`config.mk`:
```
export PLATFORM = sky130hd
export DESIGN_NAME = stego_lsb_extractor
export DESIGN_NICKNAME = d
export VERILOG_FILES = /design/src/rtl/stego_lsb_extractor.sv
export SDC_FILE = /design/constraint.sdc
export NUM_CORES = 1
export LEC_CHECK = 0
export ABC_AREA = 1
export CAP_MARGIN = 20
export CORE_AREA = 2 2 101 123
export CTS_CLUSTER_DIAMETER = 80
export DETAILED_ROUTE_END_ITERATION = 10
export DIE_AREA = 0 0 103 125
export PLACE_DENSITY = 0.49
export SLEW_MARGIN = 20
export SYNTH_ARGS = -nofsm -noshare
export SYNTH_HDL_FRONTEND = slang
export SYNTH_SLANG_ARGS = --single-unit
```
`constraint.sdc`:
```
create_clock -name clk -period 2.1 [get_ports clk]
set_clock_uncertainty 0.2 [all_clocks]
set_input_delay 0.21 -clock clk [delete_from_list [all_inputs] [get_ports clk]]
set_output_delay 0.21 -clock clk [all_outputs]
set_load 0.01 [all_outputs]
```
`src/rtl/stego_lsb_extractor.sv`:
```
// stego_lsb_extractor: recovers a hidden message from the LSBs of a stego pixel
// stream. Bits are packed MSB-first into bytes. The bytes are queued in a show-ahead
// FIFO and handed out over a valid/ready handshake.
// Optional feature: define STEGO_CHECKSUM_EN to add msg_checksum, the running XOR
// of every byte recovered in the current run.
module stego_lsb_extractor #(
    parameter int unsigned FIFO_DEPTH = 4,
    parameter int unsigned LEN_W      = 8
) (
    input  logic             clk,
    input  logic             HRESETn,
    input  logic             start,
    input  logic [LEN_W-1:0] msg_len,
    input  logic             pix_valid,
    input  logic [7:0]       pix_data,
    output logic             pix_ready,
    output logic             msg_valid,
    output logic [7:0]       msg_byte,
    input  logic             msg_ready,
    output logic             busy,
    output logic             done
`ifdef STEGO_CHECKSUM_EN
    ,
    output logic [7:0]       msg_checksum
`endif
);

    localparam int unsigned AW = (FIFO_DEPTH > 1) ? $clog2(FIFO_DEPTH) : 1;
    localparam int unsigned PW = AW + 1;

    localparam logic [1:0] S_IDLE    = 2'd0;
    localparam logic [1:0] S_EXTRACT = 2'd1;
    localparam logic [1:0] S_DRAIN   = 2'd2;
    localparam logic [1:0] S_DONE    = 2'd3;

    logic [1:0]       state_q, state_d;
    logic [6:0]       shreg_q, shreg_d;
    logic [2:0]       bit_cnt_q, bit_cnt_d;
    logic [LEN_W-1:0] byte_cnt_q, byte_cnt_d;
    logic [LEN_W-1:0] len_q, len_d;
    logic [PW-1:0]    wr_ptr_q, wr_ptr_d;
    logic [PW-1:0]    rd_ptr_q, rd_ptr_d;
    logic [7:0]       mem_q [FIFO_DEPTH];
    logic [7:0]       mem_d [FIFO_DEPTH];
    logic [7:0]       csum_q, csum_d;

    logic       fifo_full, fifo_empty;
    logic       accept, push, pop, last_byte;
    logic [7:0] new_byte;
    logic       unused_pix_hi;

    // FIFO status, handshakes and the byte being completed this cycle
    always_comb begin
        fifo_empty    = (wr_ptr_q == rd_ptr_q);
        fifo_full     = (wr_ptr_q[AW-1:0] == rd_ptr_q[AW-1:0]) &&
                        (wr_ptr_q[AW] != rd_ptr_q[AW]);
        pix_ready     = (state_q == S_EXTRACT) && !fifo_full;
        accept        = pix_valid && pix_ready;
        push          = accept && (bit_cnt_q == 3'd7);
        new_byte      = {shreg_q, pix_data[0]};
        last_byte     = push && ((byte_cnt_q + LEN_W'(1)) == len_q);
        msg_valid     = !fifo_empty;
        msg_byte      = mem_q[rd_ptr_q[AW-1:0]];
        pop           = msg_valid && msg_ready;
        busy          = (state_q != S_IDLE);
        done          = (state_q == S_DONE);
        unused_pix_hi = ^pix_data[7:1];
    end

    // Next-state: run control, bit assembly, FIFO pointers and storage
    always_comb begin
        state_d    = state_q;
        shreg_d    = shreg_q;
        bit_cnt_d  = bit_cnt_q;
        byte_cnt_d = byte_cnt_q;
        len_d      = len_q;
        csum_d     = csum_q;
        mem_d      = mem_q;
        wr_ptr_d   = wr_ptr_q + PW'(push);
        rd_ptr_d   = rd_ptr_q + PW'(pop);

        if (push) begin
            mem_d[wr_ptr_q[AW-1:0]] = new_byte;
        end

        case (state_q)
            S_IDLE: begin
                if (start) begin
                    len_d      = msg_len;
                    shreg_d    = '0;
                    bit_cnt_d  = '0;
                    byte_cnt_d = '0;
                    csum_d     = '0;
                    state_d    = (msg_len == '0) ? S_DONE : S_EXTRACT;
                end
            end
            S_EXTRACT: begin
                if (accept) begin
                    shreg_d   = {shreg_q[5:0], pix_data[0]};
                    bit_cnt_d = bit_cnt_q + 3'd1;
                end
                if (push) begin
                    byte_cnt_d = byte_cnt_q + LEN_W'(1);
                    csum_d     = csum_q ^ new_byte;
                end
                if (last_byte) begin
                    state_d = S_DRAIN;
                end
            end
            S_DRAIN: begin
                if (fifo_empty) begin
                    state_d = S_DONE;
                end
            end
            default: begin
                state_d = S_IDLE;
            end
        endcase
    end

    // State registers; reset discards partial bits and any buffered bytes
    always_ff @(posedge clk or negedge HRESETn) begin
        if (!HRESETn) begin
            state_q    <= S_IDLE;
            shreg_q    <= '0;
            bit_cnt_q  <= '0;
            byte_cnt_q <= '0;
            len_q      <= '0;
            wr_ptr_q   <= '0;
            rd_ptr_q   <= '0;
            csum_q     <= '0;
            for (int unsigned i = 0; i < FIFO_DEPTH; i++) begin
                mem_q[i] <= '0;
            end
        end else begin
            state_q    <= state_d;
            shreg_q    <= shreg_d;
            bit_cnt_q  <= bit_cnt_d;
            byte_cnt_q <= byte_cnt_d;
            len_q      <= len_d;
            wr_ptr_q   <= wr_ptr_d;
            rd_ptr_q   <= rd_ptr_d;
            csum_q     <= csum_d;
            for (int unsigned i = 0; i < FIFO_DEPTH; i++) begin
                mem_q[i] <= mem_d[i];
            end
        end
    end

`ifdef STEGO_CHECKSUM_EN
    // Checksum output reflects the running XOR register directly
    always_comb begin
        msg_checksum = csum_q;
    end
`endif

endmodule
```
==> summary.md <==
| Metric | Value |
|---|---|
| Outcome | completed |
| Ratio of cells with drive above 1 in the final layout | 0.184 |
| CP peak stage delay | 0.43 ns |
| Synthesis-stage register bit count | 66 |
| Core area | around 12,000 µm² |
| Initial drt markers | just over 90 |
| Synth unique cells | 28 |
| Post-DP HPWL | around 5.4 mm |
| Worst-skew pair later-pin latency | about 0.33 ns |
| Register share of total power | 0.320 |
| Post-route ant nets | 0 |
| FP Rows | between 40 and 50 |
| Share of the synthesized area in the top cell type | 0.498 |
| Worst-path clk slew | roughly 0.060 ns |
| Clk buf depth | 2 |
| Commonest non-fill, non-tap cell in the layout | nand2_1 |
| LEAKAGE | between 1.5 and 2 nW |
| Sequential area share after synthesis | 0.498 |
| Largest area contributor in the netlist | dfrtp_1 |
| Final worst-path cycle share | 0.972 |
| Residual DRC | 0 |
| TritonCTS clock tree | done |
| Vias | about 2.6k |
| Worst min-delay path class | primary input to async pin |
| Starting Density | 0.281 |
| Post-synthesis cell count | 376 |
| Crit path buffers/inverters | 3 |
| Initial antenna violation count | 0 |
| Largest net degree at the start of global routing | 46 |
| Max_slew headroom | 0.604 |
| RSZ-0062 raised after global routing | false |
| Total gr overflow | 0 |
| Worst Path Arrival | 1.63 ns |
| Worst vdd ir | between 0.5 and 0.6 mV |
| Core Util, Final | 0.355 |
| IO Pins | 33 |
| Final wirelength | roughly 8 mm |
| Nets@finish | approximately 460 |
| Drt via density | 4.46 |
| Vias in the first global route | between 2k and 3k |
| Crit start category | flip-flop |
| Port Buf Inserts | 25 |
| Avg Cell Area, Syn | about 8.8 µm² |
| Cell Count, Final, Fillers Out | 590 |
| CP Data Required Time | 1.69 ns |
| Slew @ Worst Pin | 0.594 ns |
| Layout overhead on the synthesized area | 26.3% |
| Clock share of power | 0.299 |
| MaxCap Viol Count | 0 |
| Reg-to-reg setup timing slack | 0.17 ns |
| Slowest CP cell | dfrtp_1 |
| Cells along the critical path | inv_2, buf_4, o21ai_0, o22ai_1, dlygate4sd2_1 |
| First-pass GRT wire length | between 10 and 15 mm |
| Psw | 0.00183 W |
| Die Ht | roughly 130 µm |
| Total track usage | 0.133 |
| CTS Buf Count | 9 |
| Final Slew Violations | 0 |
| Pwr/cell area | 1190 nW/µm² |
| Yosys warnings | 0 |
| Drt wl/cell | approximately 13 µm |
| Most frequent cells in the layout | 94 x nand2_1, 65 x dfrtp_1, 32 x inv_1, 32 x nor2_1, 24 x o21ai_0 |
| Net Sw Frac | 0.365 |
| Die span in x | approximately 100 µm |
| Placer Congestion | slightly below 0.8 |
| Syn Nets | between 400 and 500 |
| CP top delay family | buffers and inverters |
| Reg2Reg Launch Point | byte_cnt_q[1]$_DFFE_PN0P_ |
| Final hold vios | 0 |
| P_int | between 0.003 and 0.004 W |
| Inserted Diodes | 0 |
| Die Area | roughly 13,000 µm² |
| Fin Hold WS | around 0.22 ns |
| Cells taking the most area after synthesis | dfrtp_1 50%, nand2_1 11%, o21ai_2 4.8% |
| Comb pwr share | 0.381 |
| Synth Cell Area | 3310 µm² |
| F_max | just under 0.5 GHz |
| Final Setup Violations | 0 |
| Register-to-Register Path Depth | 11 |
| H-Tree Depth | 3 |
| Placed Cells | about 570 |
| Clock root cell | clkbuf_16 |
| CTS sink count | 66 |
| Tmin final | slightly above 2 ns |
| Initial DRT Pass Iterations | 4 |
| Worst setup EP type | primary output |
| Setup TNS | 0 ns |
| Crit Path Class | flip-flop to primary output |
| Reg-to-Reg End | state_q[0]$_DFFE_PN0P_ |
| Crit-path max FO | 8 |
## timing repair
action | 4_1_cts | 5_1_grt
resized for setup | 16 | 6
setup buffers | 2 | 0
pin swaps | 0 | 1
endpoints found under the setup margin | 11 | 3
hold buffers | 1 | 0
hold endpoints to repair | 66 | 0
## layout make-up
class	count	area [µm²]
fill	1248	7600
sequential	66	1650
clock inverter	6	67.6
timing repair buffer	47	400
tap	161	201
inverter	37	145
multi-input combinational	263	1490
clock buffer	10	229
## worst min-delay path, stage by stage
cell,delay [ns]
dlygate4sd3_1,0.52
buf_2,0.12
buf_4,0.29
## cell usage after synthesis
| cell | instances |
|---|---|
| nand3b_1 | 1 |
| xor2_1 | 4 |
| nand2_2 | 5 |
| a31oi_1 | 1 |
| o21ai_0 | 25 |
| o21ai_1 | 20 |
| nor4_1 | 2 |
| a21oi_1 | 5 |
| nand4_1 | 1 |
| clkinv_2 | 1 |
| xnor2_1 | 2 |
| nand4_4 | 1 |
| nand3_4 | 4 |
| inv_2 | 2 |
| nand3_2 | 1 |
| ha_1 | 11 |
| buf_6 | 4 |
| o21ai_2 | 18 |
| o22ai_1 | 15 |
| inv_6 | 1 |
| nand2_1 | 95 |
| nand3_1 | 17 |
| dfrtp_1 | 66 |
| clkbuf_1 | 3 |
| inv_1 | 33 |
| nor2_1 | 33 |
| mux2_2 | 2 |
| buf_2 | 3 |
## per-stage QoR
step,total power [W],setup WS [ns],area (µm²)
5_1_grt,0.00536,0.00181,4180
2_1_floorplan,0.00269,0.227,3310
6_report,0.00500,0.0591,4180
3_5_place_dp,0.00353,0.0837,3830
4_1_cts,0.00501,0.0594,4160
3_3_place_gp,0.00352,0.132,3830
## state kept, by name (all words and copies together), names as in the netlist
| signal | flops |
|---|---|
| mem_q | 32 |
| byte_cnt_q | 8 |
| len_q | 8 |
| shreg_q | 7 |
| bit_cnt_q | 3 |
| rd_ptr_q | 3 |
| wr_ptr_q | 3 |
| state_q | 2 |
## worst max path at each step
stage / from / endpoint / slack, ns / cells after the start
after global placement: rd_ptr_q[1]$_DFF_PN0_ / msg_byte[3] / 0.13 / 4
after global routing: rd_ptr_q[0]$_DFF_PN0_ / msg_byte[2] / 0.002 / 5
after CTS: rd_ptr_q[0]$_DFF_PN0_ / msg_byte[2] / 0.06 / 5
final: rd_ptr_q[0]$_DFF_PN0_ / msg_byte[2] / 0.06 / 5
after detailed placement: rd_ptr_q[1]$_DFF_PN0_ / msg_byte[2] / 0.08 / 4
after floorplan: rd_ptr_q[1]$_DFF_PN0_ / rd_ptr_q[2]$_DFF_PN0_ / 0.23 / 8
## layer usage
metal / GRT usage / up-vias / wire length [µm]
met2: 0.217 / 29 / 3930
met3: 0.0352 / 13 / 217
li1: - / 1337 / -
met4: 0.0565 / 0 / 184
met5: 0 / - / 0
met1: 0.163 / 1252 / 3500
## cells by family (layout without fill, tap and decap cells)
logic type / Yosys count / after routing / share of synthesized area
AND/OR/NAND/NOR: 160 / 160 / 0.219
AO/OA/AOI/OAI: 84 / 84 / 0.153
flip-flops: 66 / 66 / 0.498
buffers and inverters: 47 / 100 / 0.0653
adder cells (fa/ha/maj): 11 / 11 / 0.0415
XOR/XNOR: 6 / 6 / 0.0159
multiplexers: 2 / 2 / 0.00680
## power by group through the flow
stage	sequential, W	clock, W	combinational [W]
6_report	0.00160	0.00149	0.00190
5_1_grt	0.00162	0.00160	0.00214
4_1_cts	0.00159	0.00153	0.00190
3_5_place_dp	0.00161	0	0.00192
3_3_place_gp	0.00161	0	0.00191
2_1_floorplan	0.00156	0	0.00113
No activity file was read; power rests on OpenSTA's default activity.
